==> src/rtl/spi_pkg.sv <==
// Shared definitions for the SPI register master: FSM state encoding,
// default frame geometry and divider width.
// No ports; imported by spi_clk_gen and spi_reg_master.
package spi_pkg;

    localparam int DEF_ADDR_WIDTH = 7;
    localparam int DEF_REG_WIDTH  = 8;
    localparam int DEF_FRAME      = 1 + DEF_ADDR_WIDTH + DEF_REG_WIDTH;

    // Divider counter width; CLK_DIV tops out at 255.
    localparam int DIV_W = 8;

    typedef enum logic [2:0] {
        ST_IDLE  = 3'd0,
        ST_SETUP = 3'd1,
        ST_XFER  = 3'd2,
        ST_HOLD  = 3'd3,
        ST_GAP   = 3'd4
    } spi_state_t;

    // One R/W bit, then address, then data.
    function automatic int frame_bits(input int aw, input int rw);
        return 1 + aw + rw;
    endfunction

endpackage

==> src/rtl/spi_clk_gen.sv <==
// SPI clock generator: phase divider, leading/trailing edge strobes, spi_clk register.
// Latency: strobes are combinational from the divider; spi_clk toggles one cycle after a strobe.
// Backpressure: none; i_ena low freezes the divider and spi_clk.
// Ports: clk/rst (async active-high), i_ena clock enable, i_run (frame active),
//        i_edge_en (current phase emits spi_clk edges), i_cpol live polarity (idle follow),
//        i_cpol_cap captured polarity, o_tick phase-end strobe, o_lead/o_trail edge strobes,
//        o_spi_clk registered SPI clock.
module spi_clk_gen
    import spi_pkg::*;
#(
    parameter int CLK_DIV = 4
) (
    input  logic clk,
    input  logic rst,
    input  logic i_ena,
    input  logic i_run,
    input  logic i_edge_en,
    input  logic i_cpol,
    input  logic i_cpol_cap,
    output logic o_tick,
    output logic o_lead,
    output logic o_trail,
    output logic o_spi_clk
);

    logic [DIV_W-1:0] r_div;
    logic             r_sclk;
    logic             w_edge;

    // Tick fires on the last cycle of each CLK_DIV-long slot; every FSM phase
    // boundary and every spi_clk edge lands on the register update after it.
    assign o_tick  = i_ena && i_run && (r_div == DIV_W'(CLK_DIV - 1));
    assign w_edge  = o_tick && i_edge_en;
    // Leading edge leaves the idle level, trailing edge returns to it.
    assign o_lead  = w_edge && (r_sclk == i_cpol_cap);
    assign o_trail = w_edge && (r_sclk != i_cpol_cap);

    always_ff @(posedge clk or posedge rst) begin
        if (rst) begin
            r_div  <= '0;
            r_sclk <= 1'b0;
        end else if (i_ena) begin
            if (!i_run || o_tick) begin
                r_div <= '0;
            end else begin
                r_div <= r_div + DIV_W'(1);
            end

            // Idle: track the live polarity so the bus idles correctly before
            // the first frame. During a frame only real edges move it.
            if (!i_run) begin
                r_sclk <= i_cpol;
            end else if (w_edge) begin
                r_sclk <= ~r_sclk;
            end
        end
    end

    assign o_spi_clk = r_sclk;

endmodule

==> src/rtl/spi_reg_master.sv <==
// SPI register-access master: one R/W bit, address and data per chip-select frame.
// Latency: busy/cs_n one cycle after start; done at T+1+(2*FRAME+1)*CLK_DIV.
// Backpressure: start while busy is dropped; ena low freezes every register.
// Ports: clk, rst (async active-high), ena clock enable, cpol/cpha SPI mode,
//        start/wr/addr/wdata request, busy/done/rdata status, spi_cs_n/spi_clk/
//        spi_mosi/spi_miso SPI pins. All outputs are registered.
module spi_reg_master
    import spi_pkg::*;
#(
    parameter int CLK_DIV    = 4,
    parameter int ADDR_WIDTH = DEF_ADDR_WIDTH,
    parameter int REG_WIDTH  = DEF_REG_WIDTH
) (
    input  logic                  clk,
    input  logic                  rst,
    input  logic                  ena,
    input  logic                  cpol,
    input  logic                  cpha,
    input  logic                  start,
    input  logic                  wr,
    input  logic [ADDR_WIDTH-1:0] addr,
    input  logic [REG_WIDTH-1:0]  wdata,
    output logic                  busy,
    output logic                  done,
    output logic [REG_WIDTH-1:0]  rdata,
    output logic                  spi_cs_n,
    output logic                  spi_clk,
    output logic                  spi_mosi,
    input  logic                  spi_miso
);

    localparam int FRAME    = frame_bits(ADDR_WIDTH, REG_WIDTH);
    localparam int EDGES    = 2 * FRAME;
    localparam int EW       = $clog2(EDGES + 1);
    // Sample index of the first data bit; earlier samples are command echo.
    localparam int RX_FIRST = FRAME - REG_WIDTH;

    spi_state_t           r_state, w_state_nxt;
    logic [EW-1:0]        r_edge, w_edge_nxt;
    logic [FRAME-1:0]     r_tx, w_tx_nxt;
    logic [REG_WIDTH-1:0] r_rx, w_rx_nxt;
    logic                 r_wr, w_wr_nxt;
    logic                 r_cpol, w_cpol_nxt;
    logic                 r_cpha, w_cpha_nxt;
    logic                 r_busy, w_busy_nxt;
    logic                 r_done, w_done_nxt;
    logic                 r_cs_n, w_cs_n_nxt;
    logic                 r_mosi, w_mosi_nxt;
    logic [REG_WIDTH-1:0] r_rdata, w_rdata_nxt;

    logic                 w_run;
    logic                 w_edge_en;
    logic                 w_tick;
    logic                 w_lead;
    logic                 w_trail;
    logic                 w_shift;
    logic                 w_sample;
    logic [FRAME-1:0]     w_frame;

    assign w_run     = (r_state != ST_IDLE);
    assign w_edge_en = (r_state == ST_SETUP) || (r_state == ST_XFER);

    spi_clk_gen #(
        .CLK_DIV (CLK_DIV)
    ) u_clk_gen (
        .clk        (clk),
        .rst        (rst),
        .i_ena      (ena),
        .i_run      (w_run),
        .i_edge_en  (w_edge_en),
        .i_cpol     (cpol),
        .i_cpol_cap (r_cpol),
        .o_tick     (w_tick),
        .o_lead     (w_lead),
        .o_trail    (w_trail),
        .o_spi_clk  (spi_clk)
    );

    // cpha=0: sample leading, shift trailing. cpha=1: the reverse.
    assign w_shift  = r_cpha ? w_lead  : w_trail;
    assign w_sample = r_cpha ? w_trail : w_lead;

    // Reads clock out zeros in the data field.
    assign w_frame = {wr, addr, (wr ? wdata : {REG_WIDTH{1'b0}})};

    always_comb begin
        w_state_nxt = r_state;
        w_edge_nxt  = r_edge;
        w_tx_nxt    = r_tx;
        w_rx_nxt    = r_rx;
        w_wr_nxt    = r_wr;
        w_cpol_nxt  = r_cpol;
        w_cpha_nxt  = r_cpha;
        w_cs_n_nxt  = r_cs_n;
        w_mosi_nxt  = r_mosi;
        w_done_nxt  = 1'b0;
        w_rdata_nxt = r_rdata;

        case (r_state)
            ST_IDLE: begin
                if (start) begin
                    w_state_nxt = ST_SETUP;
                    w_wr_nxt    = wr;
                    w_cpol_nxt  = cpol;
                    w_cpha_nxt  = cpha;
                    w_edge_nxt  = '0;
                    w_cs_n_nxt  = 1'b0;
                    if (cpha) begin
                        // First bit goes out on the first leading edge.
                        w_tx_nxt   = w_frame;
                        w_mosi_nxt = 1'b0;
                    end else begin
                        // First bit must already be on the wire at cs_n fall.
                        w_tx_nxt   = w_frame << 1;
                        w_mosi_nxt = w_frame[FRAME-1];
                    end
                end
            end
            ST_SETUP, ST_XFER: begin
                // SETUP's closing tick produces edge 1; XFER covers the rest.
                if (w_tick) begin
                    w_edge_nxt = r_edge + EW'(1);
                    if (r_edge == EW'(EDGES - 1)) begin
                        w_state_nxt = ST_HOLD;
                    end else begin
                        w_state_nxt = ST_XFER;
                    end
                end
            end
            ST_HOLD: begin
                if (w_tick) begin
                    w_state_nxt = ST_GAP;
                    w_cs_n_nxt  = 1'b1;
                    w_mosi_nxt  = 1'b0;
                    w_done_nxt  = 1'b1;
                    if (!r_wr) begin
                        w_rdata_nxt = r_rx;
                    end
                end
            end
            ST_GAP: begin
                if (w_tick) begin
                    w_state_nxt = ST_IDLE;
                end
            end
            default: begin
                w_state_nxt = ST_IDLE;
            end
        endcase

        if (w_shift) begin
            w_mosi_nxt = r_tx[FRAME-1];
            w_tx_nxt   = r_tx << 1;
        end

        // Sample index = edges so far / 2 for both phases.
        if (w_sample && (r_edge[EW-1:1] >= (EW-1)'(RX_FIRST))) begin
            w_rx_nxt = {r_rx[REG_WIDTH-2:0], spi_miso};
        end

        w_busy_nxt = (w_state_nxt != ST_IDLE);
    end

    always_ff @(posedge clk or posedge rst) begin
        if (rst) begin
            r_state <= ST_IDLE;
            r_edge  <= '0;
            r_tx    <= '0;
            r_rx    <= '0;
            r_wr    <= 1'b0;
            r_cpol  <= 1'b0;
            r_cpha  <= 1'b0;
            r_busy  <= 1'b0;
            r_done  <= 1'b0;
            r_cs_n  <= 1'b1;
            r_mosi  <= 1'b0;
            r_rdata <= '0;
        end else if (ena) begin
            r_state <= w_state_nxt;
            r_edge  <= w_edge_nxt;
            r_tx    <= w_tx_nxt;
            r_rx    <= w_rx_nxt;
            r_wr    <= w_wr_nxt;
            r_cpol  <= w_cpol_nxt;
            r_cpha  <= w_cpha_nxt;
            r_busy  <= w_busy_nxt;
            r_done  <= w_done_nxt;
            r_cs_n  <= w_cs_n_nxt;
            r_mosi  <= w_mosi_nxt;
            r_rdata <= w_rdata_nxt;
        end
    end

    assign busy     = r_busy;
    assign done     = r_done;
    assign rdata    = r_rdata;
    assign spi_cs_n = r_cs_n;
    assign spi_mosi = r_mosi;

endmodule

==> config.mk <==
export PLATFORM = sky130hd
export DESIGN_NAME = spi_reg_master
export DESIGN_NICKNAME = d
export VERILOG_FILES = /design/src/rtl/spi_pkg.sv /design/src/rtl/spi_clk_gen.sv /design/src/rtl/spi_reg_master.sv
export SDC_FILE = /design/constraint.sdc
export NUM_CORES = 1
export LEC_CHECK = 0
export CAP_MARGIN = 25
export CORE_ASPECT_RATIO = 0.9
export CORE_MARGIN = 10
export CORE_UTILIZATION = 40
export DETAILED_ROUTE_END_ITERATION = 6
export PLACE_DENSITY = 0.69
export SYNTH_ARGS = -nofsm -noshare
export SYNTH_HDL_FRONTEND = slang
export SYNTH_SLANG_ARGS = --single-unit
==> constraint.sdc <==
create_clock -name clk -period 2.6 [get_ports clk]
set_input_delay 0.39 -clock clk [delete_from_list [all_inputs] [get_ports clk]]
set_output_delay 0.39 -clock clk [all_outputs]
set_load 0.01 [all_outputs]
Word-level counts from Yosys, hierarchy flattened
Index checks and enable logic that the tools add are counted.
{ "classes": {"magnitude_cmp": 1, "n_eq_ne": 14, "n_addsub": 2, "n_reduce_logical": 26, "bitwise": 2, "muxes": 29} }
{ "op_table": {"columns": ["operator", "n"], "rows": [
  ["$mux W16", 4],
  ["$mux W8", 2],
  ["$reduce_and A4 Y1", 4],
  ["$mux W1", 13],
  ["$mux W3", 4],
  ["$mux W6", 2],
  ["$pmux W3 S4", 1],
  ["$pmux W6 S2", 1],
  ["$reduce_bool A3 Y1", 3],
  ["$add A8 B1 Y8 const B", 1],
  ["$eq A8 B2 Y1 const B", 1],
  ["$reduce_bool A2 Y1", 4],
  ["$add A6 B1 Y6 const B", 1],
  ["$eq A3 B2 Y1 const B", 2],
  ["$eq A6 B5 Y1 const B", 1],
  ["$logic_and A1 B1 Y1", 6],
  ["$reduce_and A3 Y1", 2],
  ["$ge A5 B4 Y1 const B", 1],
  ["$ne A2 B1 Y1 const B", 2],
  ["$ne A2 B2 Y1 const B", 2],
  ["$pmux W1 S2", 2],
  ["$reduce_and A2 Y1", 2],
  ["$eq A3 B1 Y1 const B", 1],
  ["$eq A3 B3 Y1 const B", 1],
  ["other kinds (9)", 11]
]} }
{ "totals": {"regBits": 57, "word_cells": 88} }

Logic depth before layout (Yosys ltp)
{ "depth": {"depth_word": 8, "ltp_mapped": 7, "mapped_depth_nobuf": 5} }

Modules after synthesis
A second synthesis with hierarchy kept.
{ "hier_totals": {"hier_cells": 284, "hier_area_um2": 3012.9} }
{ "by_module_without_submodules": {"columns": ["module", "cells_each", "area_each_um2", "n_inst"], "rows": [
  ["spi_reg_master", 228, 2454.9, 1],
  ["spi_clk_gen", 56, 558.0, 1]
]} }

Least setup slack after synthesis
No wires, ideal clock.
{ "synth_timing": {"kind": "reg-to-reg", "start": "register u_clk_gen.r_div[0]", "end": "register r_rx[0]", "path_buffers": 1, "stages_incl_launch_ff": 7, "setup_ps": 125, "t_arrival_ps": 2178, "required_time_ps": 2475, "synth_period_minus_slack_ps": 2303, "setup_slack_ps": 297, "cell_sequence": "dfrtp_1 ha_1 nor4b_4 nand3_4 or4_4 buf_6 mux2_4"} }
{ "synth_between": {"elab_chain_len": 7, "elab_cells_between_ends": 8, "classes_between": "1 x eq/ne; 1 x mux; 6 x reduce/logical"} }
{ "synth_lines": {"columns": ["element", "line", "source"], "rows": [
  ["from (decl)", "spi_clk_gen.sv:26", "logic [DIV_W-1:0] r_div;"],
  ["from (signal assigned)", "spi_clk_gen.sv:46", "r_div <= r_div + DIV_W'(1);"],
  ["$eq A8 B2 Y1 *", "spi_clk_gen.sv:32", "assign o_tick = i_ena && i_run && (r_div == DIV_W'(CLK_DIV - 1));"],
  ["$logic_and A1 B1 Y1 *", "spi_clk_gen.sv:32", null],
  ["$logic_and A1 B1 Y1 *", "spi_clk_gen.sv:33", "assign w_edge = o_tick && i_edge_en;"],
  ["$logic_and A1 B1 Y1 (on tied branches)", "spi_clk_gen.sv:35, spi_clk_gen.sv:36", null],
  ["$mux W1 *", "spi_reg_master.sv:81", "assign w_sample = r_cpha ? w_trail : w_lead;"],
  ["$logic_and A1 B1 Y1 *", "spi_reg_master.sv:157", "if (w_sample && (r_edge[EW-1:1] >= (EW-1)'(RX_FIRST))) begin"],
  ["$reduce_and A2 Y1 (no source line) *", null, null],
  ["to (signal assigned)", "spi_reg_master.sv:182", "r_rx <= w_rx_nxt;"],
  ["to (decl)", "spi_reg_master.sv:41", "logic [REG_WIDTH-1:0] r_rx, w_rx_nxt;"]
]} }
Mark *: on every way between the ends. The rest lies on a longest branch, timed or not.
A chain may end at the register's enable or synchronous reset.

Final worst setup path
{ "layout_timing": {"start": "register u_clk_gen.r_div[0]", "end": "register r_rdata[1] (netlist: rdata[1])"} }
{ "layout_between": {"elab_chain_len": 3} }
{ "layout_lines": {"columns": ["element", "line", "source"], "rows": [
  ["$eq A8 B2 Y1", "spi_clk_gen.sv:32", null],
  ["$logic_and A1 B1 Y1", "spi_clk_gen.sv:32", null],
  ["$reduce_and A4 Y1 (no source line)", null, null],
  ["to (signal assigned)", "spi_reg_master.sv:190", "r_rdata <= w_rdata_nxt;"],
  ["to (decl)", "spi_reg_master.sv:49", "logic [REG_WIDTH-1:0] r_rdata, w_rdata_nxt;"]
]} }
Every way passes these cells.

==> impl_results.md <==
- Number of global-route vias before repair: 2453
- Die Y: 105 um
- Peak VDD IR: 314 uV
- Required @ worst endpoint: 2.84 ns
- CP Max Fanout: 9
- CTS tree: done
- Synth Net Count: 316
- Ys flop type: dfrtp_1
- First-pass GRT wire length: 12.2 mm
- Final worst path period share: 92.7%
- Post-CTS setup buffer count: 0
- Netlist cell types: 53
- CP Launch Type: register
- Area Growth Syn to Fin: 22.3%
- Root buffer cell: clkbuf_8
- Worst-margin pin slew: 0.555 ns
- WL/cell: 16.7 um
- Worst Path Arrival: 2.65 ns
- Fin nets: 358
- Initial antenna violation count: 0
- Commonest non-fill, non-tap cells in the layout: dfrtp_1, clkdlybuf4s50_1, mux2i_1
- Setup TNS Final: 0 ns
- Period minus WS final: 2.41 ns
- Worst-path clk slew: 0.07 ns
- Top cells by area, synth: dfrtp_1, mux2i_1, mux2_4
- Unrepaired setup endpoints after global routing: false
- Detailed Route Iter0 Violations: 123
- IO Pins: 36
- Initial core utilization: 41.9%
- Yosys top cell by area: dfrtp_1
- Worst R2R Setup Slack: 0.19 ns
- Leak: 0.00170 uW
- Max Clock Freq: 415 MHz
- H-tree lvl count: 3
- Synth top area share: 43.5%
- Vias per Instance: 5.52
- Worst R2R End: rdata[1]
- Final ANT Viol Nets: 0
- CP Class: register to register
- Drc violations: 0
- # setup viols final: 0
- DP HPWL: 5.24 mm
- Post-synth EDFFs: 0
- Commonest non-fill, non-tap cell in the layout: dfrtp_1
- Share of cells above drive strength 1: 23.4%
- TritonCTS Sinks: 57
- Worst r2r path cells: 5
- Outcome: finished, final reports clean
- Hold_buf cts: 0
- Die Width: 115 um
- #FFs+latches synth: 57
- Antenna cells: 0
- Largest net degree at the start of global routing: 39
- Fillers: 692
- Pre-antenna DRT Iters: 4
- CTS buffer count: 9
- Crit path from: u_clk_gen.r_div[0]
- Routability cong.: 0.810
- Placeable Area: 7690 um2
- Path category of the worst min-delay check: primary input to asynchronous set/reset pin
- Ys Warns: 0
- Crit end category: register
- Relative slew margins: 62.7%
- Cells after Synth: 291
- Die area: 12100 um2
- Worst-Skew Late Latency: 0.35 ns
- # port buffers: 35
- Power, Total: 3330 uW
- Row count: 30
- Synthesized cell area: 3220 um2
- RR Startpoint: u_clk_gen.r_div[0]
- Clock buffer depth: 2
- CP Capture Point: rdata[1]
- Slew Limit Fails: 0
- Max-cap viol count: 0
- Sequential element share of the synthesized area: 44.3%
- DR vias: 2395
- Final hold vios: 0
- Post-CTS Resized: 0
- Total grt overflow: 0
- PwrDens: 846 nW/um2
- Max Clock Skew: 0.00868 ns
- GRT Overall Usage: 12.3%
- Ys async rst share: 100%
- Post-Route WL: 7.26 mm
- Avg Cell Area, Syn: 11.1 um2
cells by family after synthesis:
family          Yosys count  share of synthesized area [%]
compound gates           58                           12.0
xor+xnor                  3                          0.815
fa+ha+maj                 2                          0.776
buf+inv                  26                           3.77
flops                    57                           44.3
mux                      65                           23.4
simple gates             80                           14.9
cell usage after synthesis (2+ instances only):
cell type / count
nor3_2: 2
or4_1: 2
nand3_1: 6
nor3_1: 6
mux2_2: 20
or3_1: 3
clkbuf_1: 12
o21ai_0: 11
a21oi_1: 15
nand2b_1: 6
a31oi_1: 7
a22o_1: 3
nor2_1: 9
o2bb2ai_1: 2
buf_6: 2
a21boi_0: 2
mux2_4: 16
ha_1: 2
nand4_1: 2
a311oi_1: 2
xnor2_1: 2
mux2i_1: 29
nor2b_1: 9
nor4_1: 7
or3b_2: 2
dfrtp_1: 56
a211oi_1: 2
buf_2: 4
o31ai_1: 4
nand2_1: 17
inv_1: 7
worst min-delay path by stage:
stage             start                  to  slack [ns]  cells past startpoint
4_1_cts             rst  u_clk_gen.r_div[5]        0.39                      2
5_1_grt             rst  u_clk_gen.r_div[3]        0.42                      2
2_1_floorplan  spi_cs_n            spi_cs_n        0.46                      2
3_3_place_gp   spi_cs_n            spi_cs_n        0.45                      2
6_report            rst  u_clk_gen.r_div[5]        0.38                      2
3_5_place_dp   spi_cs_n            spi_cs_n        0.45                      2
report_power, final:
group	total, uW	leakage [uW]	switching [uW]	internal, uW
logic	1040	0.000858	527	509
clock network	918	0.000106	380	538
registers	1380	0.000738	255	1120
total	3330	0.00170	1160	2170
critical path, stage by stage, from the launching register on:
cell,delay [ns]
dfrtp_1,0.40
ha_1,0.28
nor4b_4,0.32
nand3_4,0.17
or4_1,0.75
mux2_4,0.38
stage by stage:
step / setup slack (ns) / instances / hold WS [ns] / utilization [%] / area [um2]
global placement: 0.140 / 418 / 0.450 / 48.4 / 3720
finish: 0.189 / 434 / 0.382 / 51.2 / 3940
CTS: 0.170 / 434 / 0.394 / 51.2 / 3940
floorplan: 0.297 / 291 / 0.465 / - / 3220
detailed placement: 0.0785 / 418 / 0.454 / 48.4 / 3720
global route: 0.0492 / 434 / 0.419 / 51.2 / 3940
sequential cells by signal, summed over array words and instances (netlist names):
name	count
r_cpha	1
u_clk_gen.o_spi_clk	1
r_state	3
spi_cs_n	1
done	1
r_wr	1
r_cpol	1
r_tx	16
rdata	8
r_rx	8
busy	1
spi_mosi	1
u_clk_gen.r_div	8
r_edge	6
final cells by class:
cell class | instances | area (um2) | share of cell area (%)
Timing Repair Buffer | 50 | 475 | 12.1
Clock buffer | 9 | 124 | 3.14
Clock inverter | 7 | 93.8 | 2.38
Sequential cell | 57 | 1430 | 36.2
Tap cell | 96 | 120 | 3.05
Multi-Input combinational cell | 208 | 1670 | 42.5
Inverter | 7 | 26.3 | 0.667
routing by layer:
layer  track usage, %  up-vias  part of all wire [%]
met5                0        -                     0
met4             4.20        0                   1.2
met3             4.35        8                   5.6
met2             18.1       47                    46
met1             16.2     1183                    47
li1                 -     1157                     -
Power figures use the tool's default switching activity.
